[config.mk]
export PLATFORM = sky130hd
export DESIGN_NAME = param_bank_flat
export DESIGN_NICKNAME = d
export VERILOG_FILES = /design/src/rtl/harbinger_pkg.sv /design/src/rtl/param_bank_if.sv /design/src/rtl/param_ram.sv /design/src/rtl/param_bank.sv /design/src/flat_wrapper.sv
export SDC_FILE = /design/constraint.sdc
export NUM_CORES = 2
export LEC_CHECK = 0
export BUFFER_PORTS_ARGS = -buffer_cell sky130_fd_sc_hd__buf_2
export CAP_MARGIN = 20
export CORE_MARGIN = 5
export CORE_UTILIZATION = 50
export DETAILED_ROUTE_END_ITERATION = 6
export PLACE_DENSITY = 0.76
export SKIP_LAST_GASP = 1
export SYNTH_ARGS = -nofsm -noshare
export SYNTH_HDL_FRONTEND = slang
export SYNTH_HIERARCHICAL = 1
export SYNTH_MEMORY_MAX_BITS = 65536
export SYNTH_SLANG_ARGS = --single-unit
[constraint.sdc]
create_clock -name clk24 -period 4.2 [get_ports clk24]
set_input_delay 0.84 -clock clk24 [delete_from_list [all_inputs] [get_ports clk24]]
set_output_delay 0.84 -clock clk24 [all_outputs]
set_load 0.05 [all_outputs]
[src/rtl/harbinger_pkg.sv]
// Shared constants and FSM state type for the synth parameter bank.
package harbinger_pkg;

  localparam int unsigned NPARAM   = 75;
  localparam int unsigned TRIG_IDX = 74;
  localparam int unsigned DATA_W   = 32;
  localparam int unsigned IDX_W    = 7;
  localparam int unsigned CNT_W    = 8;
  localparam int unsigned TRIG_W   = 3;

  typedef enum logic [1:0] {
    IDLE  = 2'd0,
    FILL  = 2'd1,
    DRAIN = 2'd2
  } state_e;

endpackage

[src/rtl/param_bank_if.sv]
// SPI word stream in, parameter read port and frame status out.
interface param_bank_if;
  import harbinger_pkg::*;

  logic [DATA_W-1:0] synth_data;
  logic              data_valid;
  logic              read_data;
  logic              busy;
  logic [IDX_W-1:0]  rd_addr;
  logic [DATA_W-1:0] rd_data;
  logic [TRIG_W-1:0] trig;
  logic              commit;
  logic              frame_err;
  logic [CNT_W-1:0]  frame_cnt;

  modport master (
    output synth_data, data_valid, busy, rd_addr,
    input  read_data, rd_data, trig, commit, frame_err, frame_cnt
  );

  modport slave (
    input  synth_data, data_valid, busy, rd_addr,
    output read_data, rd_data, trig, commit, frame_err, frame_cnt
  );

endinterface

[src/rtl/param_ram.sv]
// Two-bank parameter store: one write port, one registered read port.
module param_ram
  import harbinger_pkg::*;
#(
  parameter int unsigned NWORDS = NPARAM
) (
  input  logic              clk24,
  input  logic              rst,
  input  logic              we,
  input  logic              wbank,
  input  logic [IDX_W-1:0]  widx,
  input  logic [DATA_W-1:0] wdata,
  input  logic              ren,
  input  logic              rbank,
  input  logic [IDX_W-1:0]  ridx,
  output logic [DATA_W-1:0] rdata
);

  logic [DATA_W-1:0] mem [2][NWORDS];
  logic [DATA_W-1:0] rdata_d, rdata_q;

  always_ff @(posedge clk24) begin
    if (we && (widx < IDX_W'(NWORDS))) mem[wbank][widx] <= wdata;
  end

  // ren low forces zero so stale contents never reach the port
  always_comb begin
    rdata_d = '0;
    if (ren && (ridx < IDX_W'(NWORDS))) rdata_d = mem[rbank][ridx];
  end

  always_ff @(posedge clk24 or posedge rst) begin
    if (rst) rdata_q <= '0;
    else     rdata_q <= rdata_d;
  end

  assign rdata = rdata_q;

endmodule

[src/rtl/param_bank.sv]
// Double-buffered parameter frame capture: fills the shadow bank from the
// SPI word stream and swaps banks atomically when a complete frame lands.
module param_bank
  import harbinger_pkg::*;
#(
  parameter int unsigned NPARAM   = harbinger_pkg::NPARAM,
  parameter int unsigned TRIG_IDX = harbinger_pkg::TRIG_IDX
) (
  input logic         clk24,
  input logic         rst,
  param_bank_if.slave bus
);

  state_e            state_q, state_d;
  logic [IDX_W-1:0]  wcnt_q, wcnt_d;
  logic              bank_sel_q, bank_sel_d;
  logic              loaded_q, loaded_d;
  logic              busy_q;
  logic              read_data_q, read_data_d;
  logic              drop_q, drop_d;
  logic              commit_q, commit_d;
  logic              err_q, err_d;
  logic [TRIG_W-1:0] shadow_trig_q, shadow_trig_d;
  logic [TRIG_W-1:0] trig_q, trig_d;
  logic [CNT_W-1:0]  frame_cnt_q, frame_cnt_d;

  logic accept, busy_fall, wr_en, complete;

  assign accept    = bus.data_valid & read_data_q;
  assign busy_fall = busy_q & ~bus.busy;
  assign wr_en     = accept & (state_q != DRAIN);
  assign complete  = wr_en & (wcnt_q == IDX_W'(NPARAM - 1));

  always_ff @(posedge clk24 or posedge rst) begin
    if (rst) state_q <= IDLE;
    else     state_q <= state_d;
  end

  // A word on the busy-fall cycle is processed before the fall is judged
  always_comb begin
    state_d = state_q;
    unique case (state_q)
      IDLE, FILL: begin
        if (complete)       state_d = bus.busy ? DRAIN : IDLE;
        else if (busy_fall) state_d = IDLE;
        else if (wr_en)     state_d = FILL;
      end
      DRAIN:   if (busy_fall) state_d = IDLE;
      default: state_d = IDLE;
    endcase
  end

  always_comb begin
    read_data_d   = 1'b1;
    wcnt_d        = wcnt_q;
    drop_d        = drop_q;
    commit_d      = 1'b0;
    err_d         = 1'b0;
    bank_sel_d    = bank_sel_q;
    loaded_d      = loaded_q;
    frame_cnt_d   = frame_cnt_q;
    shadow_trig_d = shadow_trig_q;
    trig_d        = trig_q;

    if (wr_en && (wcnt_q == IDX_W'(TRIG_IDX))) shadow_trig_d = bus.synth_data[TRIG_W-1:0];

    unique case (state_q)
      IDLE, FILL: begin
        if (complete) begin
          wcnt_d      = '0;
          commit_d    = 1'b1;
          bank_sel_d  = ~bank_sel_q;
          loaded_d    = 1'b1;
          frame_cnt_d = frame_cnt_q + CNT_W'(1);
          trig_d      = shadow_trig_d;
        end else if (busy_fall) begin
          err_d  = wr_en | (wcnt_q != '0);
          wcnt_d = '0;
        end else if (wr_en) begin
          wcnt_d = wcnt_q + IDX_W'(1);
        end
      end
      DRAIN: begin
        if (busy_fall) begin
          err_d  = drop_q | accept;
          drop_d = 1'b0;
        end else if (accept) begin
          drop_d = 1'b1;
        end
      end
      default: begin
        wcnt_d = '0;
        drop_d = 1'b0;
      end
    endcase
  end

  always_ff @(posedge clk24 or posedge rst) begin
    if (rst) begin
      wcnt_q        <= '0;
      bank_sel_q    <= 1'b0;
      loaded_q      <= 1'b0;
      busy_q        <= 1'b0;
      read_data_q   <= 1'b0;
      drop_q        <= 1'b0;
      commit_q      <= 1'b0;
      err_q         <= 1'b0;
      shadow_trig_q <= '0;
      trig_q        <= '0;
      frame_cnt_q   <= '0;
    end else begin
      wcnt_q        <= wcnt_d;
      bank_sel_q    <= bank_sel_d;
      loaded_q      <= loaded_d;
      busy_q        <= bus.busy;
      read_data_q   <= read_data_d;
      drop_q        <= drop_d;
      commit_q      <= commit_d;
      err_q         <= err_d;
      shadow_trig_q <= shadow_trig_d;
      trig_q        <= trig_d;
      frame_cnt_q   <= frame_cnt_d;
    end
  end

  param_ram #(.NWORDS(NPARAM)) u_ram (
    .clk24 (clk24),
    .rst   (rst),
    .we    (wr_en),
    .wbank (~bank_sel_q),
    .widx  (wcnt_q),
    .wdata (bus.synth_data),
    .ren   (loaded_q),
    .rbank (bank_sel_q),
    .ridx  (bus.rd_addr),
    .rdata (bus.rd_data)
  );

  assign bus.read_data = read_data_q;
  assign bus.trig      = trig_q;
  assign bus.commit    = commit_q;
  assign bus.frame_err = err_q;
  assign bus.frame_cnt = frame_cnt_q;

endmodule
[src/flat_wrapper.sv]
// flat-port wrapper written by rule: the top's interface ports become plain ports
module param_bank_flat import harbinger_pkg::*;
#(
  parameter int unsigned NPARAM   = harbinger_pkg::NPARAM,
  parameter int unsigned TRIG_IDX = harbinger_pkg::TRIG_IDX
)
  (clk24, rst, bus_synth_data, bus_data_valid, bus_busy, bus_rd_addr, bus_read_data, bus_rd_data, bus_trig, bus_commit, bus_frame_err, bus_frame_cnt);
  param_bank_if bus_i ();
  input logic clk24;
  input logic rst;
  input wire logic [$bits(bus_i.synth_data)-1:0] bus_synth_data;
  input wire logic [$bits(bus_i.data_valid)-1:0] bus_data_valid;
  input wire logic [$bits(bus_i.busy)-1:0] bus_busy;
  input wire logic [$bits(bus_i.rd_addr)-1:0] bus_rd_addr;
  output wire logic [$bits(bus_i.read_data)-1:0] bus_read_data;
  output wire logic [$bits(bus_i.rd_data)-1:0] bus_rd_data;
  output wire logic [$bits(bus_i.trig)-1:0] bus_trig;
  output wire logic [$bits(bus_i.commit)-1:0] bus_commit;
  output wire logic [$bits(bus_i.frame_err)-1:0] bus_frame_err;
  output wire logic [$bits(bus_i.frame_cnt)-1:0] bus_frame_cnt;
  assign bus_i.synth_data = bus_synth_data;
  assign bus_i.data_valid = bus_data_valid;
  assign bus_i.busy = bus_busy;
  assign bus_i.rd_addr = bus_rd_addr;
  assign bus_read_data = bus_i.read_data;
  assign bus_rd_data = bus_i.rd_data;
  assign bus_trig = bus_i.trig;
  assign bus_commit = bus_i.commit;
  assign bus_frame_err = bus_i.frame_err;
  assign bus_frame_cnt = bus_i.frame_cnt;
  param_bank #(.NPARAM(NPARAM), .TRIG_IDX(TRIG_IDX)) u_core (.clk24(clk24), .rst(rst), .bus(bus_i));
endmodule
==> run metrics <==
leakage power total=70.4 nW; most frequent cells after synthesis=edfxtp_1, mux4_2, mux2i_1, nand2_1, nor2_1; worst skew pair latency=1060 ps; drc violations=0; Max Fanout on Critical Path=38; Worst-path clk slew=70 ps; Routed Antenna Nets=0; largest net degree at the start of global routing=124; RSZ-0062 raised after global routing=false; Initial Util=50.1%; routed len/inst=38.6 um; site row count=225; die height=623 um; DR vias/cell=6.85; Clock Skews=124 ps; Placeable Area=375000 um2; failing checks=setup timing; Reg-to-Reg Start=u_core/bank_sel_q; vias in the first global route=99400; Port Buffers=88; crit path launch=u_core/bank_sel_q; Critical-path top delay cell=o311ai_0; routability cong.=0.977; Clock Sinks=4859; worst-path cell chain=buf_12 -> mux4_2 -> mux2i_1 -> o21ai_0 -> o311ai_0 -> buf_4 -> o22a_1 -> a21oi_1; CP Launch Type=register; Congestion Overflow GR=0; outcome=finished with violations; post-synth top area share=76.7%; period utilisation layout=100%; DP Worst Slack=-228 ps; # nets final=9178; Post-synth EDFFs=4800; Worst path max stage delay=1170 ps; PwrDens=453 nW/um2; # setup viols final=1; FMAX=238 MHz; syn avg cell area=22.3 um2; WL final=560000 um; TNS Setup=-7.96 ps; boundary pin count=89; Worst EP arrival=5080 ps; crit path to=u_core/u_ram/rdata[27]; Max-Cap Viols=0; Pins Over Slew Limit=0; Top Family by Delay on Critical Path=compound AO/OA/AOI/OAI gates; WP buf/inv=2; WHS=258 ps; die area=388000 um2; GRT Overall Usage=28.4%; Final Worst Setup Slack=-7.96 ps; CP Data Required Time=5070 ps; async set-or-reset flop fraction in the synthesized netlist=1.21%; CTS tree=done; CP Depth=8; post-synth net total=8463; first-pass GRT wire length=775000 um; clk buf depth=4; Tightest Hold Check Type=input port to register; initial antenna violation count=42; Slew @ Worst Pin=1390 ps; clock root cell=clkbuf_16; slew margin rel.=7.24%; CTS H-tree depth=5; post-synth top area cell=edfxtp_1; top_reg_cell synth=edfxtp_1; Cells after Synth=8416; Mapped Area=188000 um2; post-DP HPWL=319000 um; WS Path Type=register to register; proportion of layout cells with a drive suffix above 1=27.8%; final-report hold violation count=0; drt first pass iters=6; Crit. End Element=register; most common cell in the netlist=edfxtp_1; post-synthesis sequential area ratio=77.5%; number of CTS-inserted buffers=447; capture point of the worst reg-to-reg path=u_core/u_ram/rdata[27]; synthesized flop and latch total=4859; via count=99500; post-layout minimum cycle time=4210 ps; VDD IR-drop max=0.000425 V; YS warnings=6; post-synthesis cell type count=83; die width=623 um; FF-to-FF setup slack=-8 ps; synth top area cells=edfxtp_1, mux4_2, mux2i_1; Reg2Reg Depth=8; drt first-iter violations=17800; synthesis-to-layout area growth=14.3%
-- state kept, by name (all words and copies together), names as in the netlist --
register,flops
u_core/state_q,2
u_core/bus.frame_err,1
u_core/drop_q,1
u_core/wcnt_q,7
u_core/bus.trig,3
u_core/loaded_q,1
u_core/bank_sel_q,1
u_core/bus.commit,1
u_core/bus.read_data,1
u_core/u_ram/mem,4800
u_core/busy_q,1
u_core/bus.frame_cnt,8
u_core/u_ram/rdata,32
-- logic make-up after synthesis --
kind of cell,after synthesis,share of synthesized area (%)
AO/OA/AOI/OAI,719,2.66
XOR/XNOR,8,0.0373
adder cells (fa/ha/maj),4,0.0266
buffers and inverters,490,1.93
flip-flops,4859,77.5
multiplexers,1596,16.1
other,1,0.00200
AND/OR/NAND/NOR,739,1.68
-- final cells by class --
| cell class | count | area [um2] |
|---|---|---|
| Fill cell | 25700 | 160000 |
| Sequential cell | 4859 | 146000 |
| Multi-Input combinational cell | 3067 | 39800 |
| Clock buffer | 557 | 11700 |
| Timing Repair Buffer | 742 | 8620 |
| Tap cell | 4994 | 6250 |
| Clock inverter | 263 | 2590 |
| Inverter | 14 | 70.1 |
| Antenna cell | 20 | 50.0 |
-- cell usage in the layout, fill, tap and decap left out, drive strengths merged, types with 9 or more instances in the layout --
cell	synthesis	final
clkinv	2	197
o2111ai	12	12
clkinvlp	0	13
diode	0	20
dfrtp	59	59
nor2	261	261
nor3	29	29
a21oi	132	132
a221oi	57	57
o22ai	80	80
nand2	284	284
and3	22	22
mux4	1121	1121
nor2b	18	18
and2	15	15
a311oi	13	13
clkbuf	145	557
nand3	71	71
bufinv	0	36
o211ai	15	15
mux2i	432	432
a22oi	61	61
a211oi	24	24
o21ai	114	114
a2111oi	11	11
o22a	9	9
mux2	43	43
inv	12	31
a31oi	25	25
buf	329	740
a32oi	16	16
nand4	9	9
edfxtp	4800	4800
o221ai	87	87
-- worst min-delay path by stage --
stage	start	end	cells after the start
floorplan	u_core/drop_q	u_core/drop_q	2
global placement	u_core/bus.frame_cnt[7]	u_core/bus.frame_cnt[7]	1
detailed placement	u_core/bus.frame_cnt[7]	u_core/bus.frame_cnt[7]	1
CTS	bus_synth_data[31]	u_core/u_ram/mem[0][127]	1
global route	bus_synth_data[12]	u_core/u_ram/mem[0][2284]	1
finish	bus_synth_data[31]	u_core/u_ram/mem[1][319]	1
-- layer usage --
metal / wire, um / GRT usage [%] / vias to the layer above
met5: 352 / 0 / -
met4: 39500 / 16.2 / 34
met3: 84800 / 9.15 / 1819
met2: 256000 / 43.2 / 9174
met1: 179000 / 36.4 / 51300
li1: - / - / 37200
-- per-stage QoR --
stage	instances	util [%]	cell area, um2	power (mW)
floorplan	8416	-	188000	55.7
global placement	13700	53.4	200000	58.0
detailed placement	13700	53.4	200000	58.1
CTS	14500	57.2	215000	97.4
global route	14500	57.2	215000	99.6
finish	14500	57.3	215000	97.3
-- timing repair --
action / in CTS / in global routing
hold buffers: 2 / 0
setup buffers: 0 / 0
resized for setup: 0 / 4
setup endpoints to repair: 0 / 3
endpoints found under the hold margin: 12 / 0
-- power by group --
| part | internal (mW) | switching (mW) |
|---|---|---|
| sequential | 53.3 | 0.0164 |
| clock | 22.1 | 17.9 |
| combinational | 1.06 | 2.89 |
| total | 76.4 | 20.8 |
(Power assumes the default switching activity.)
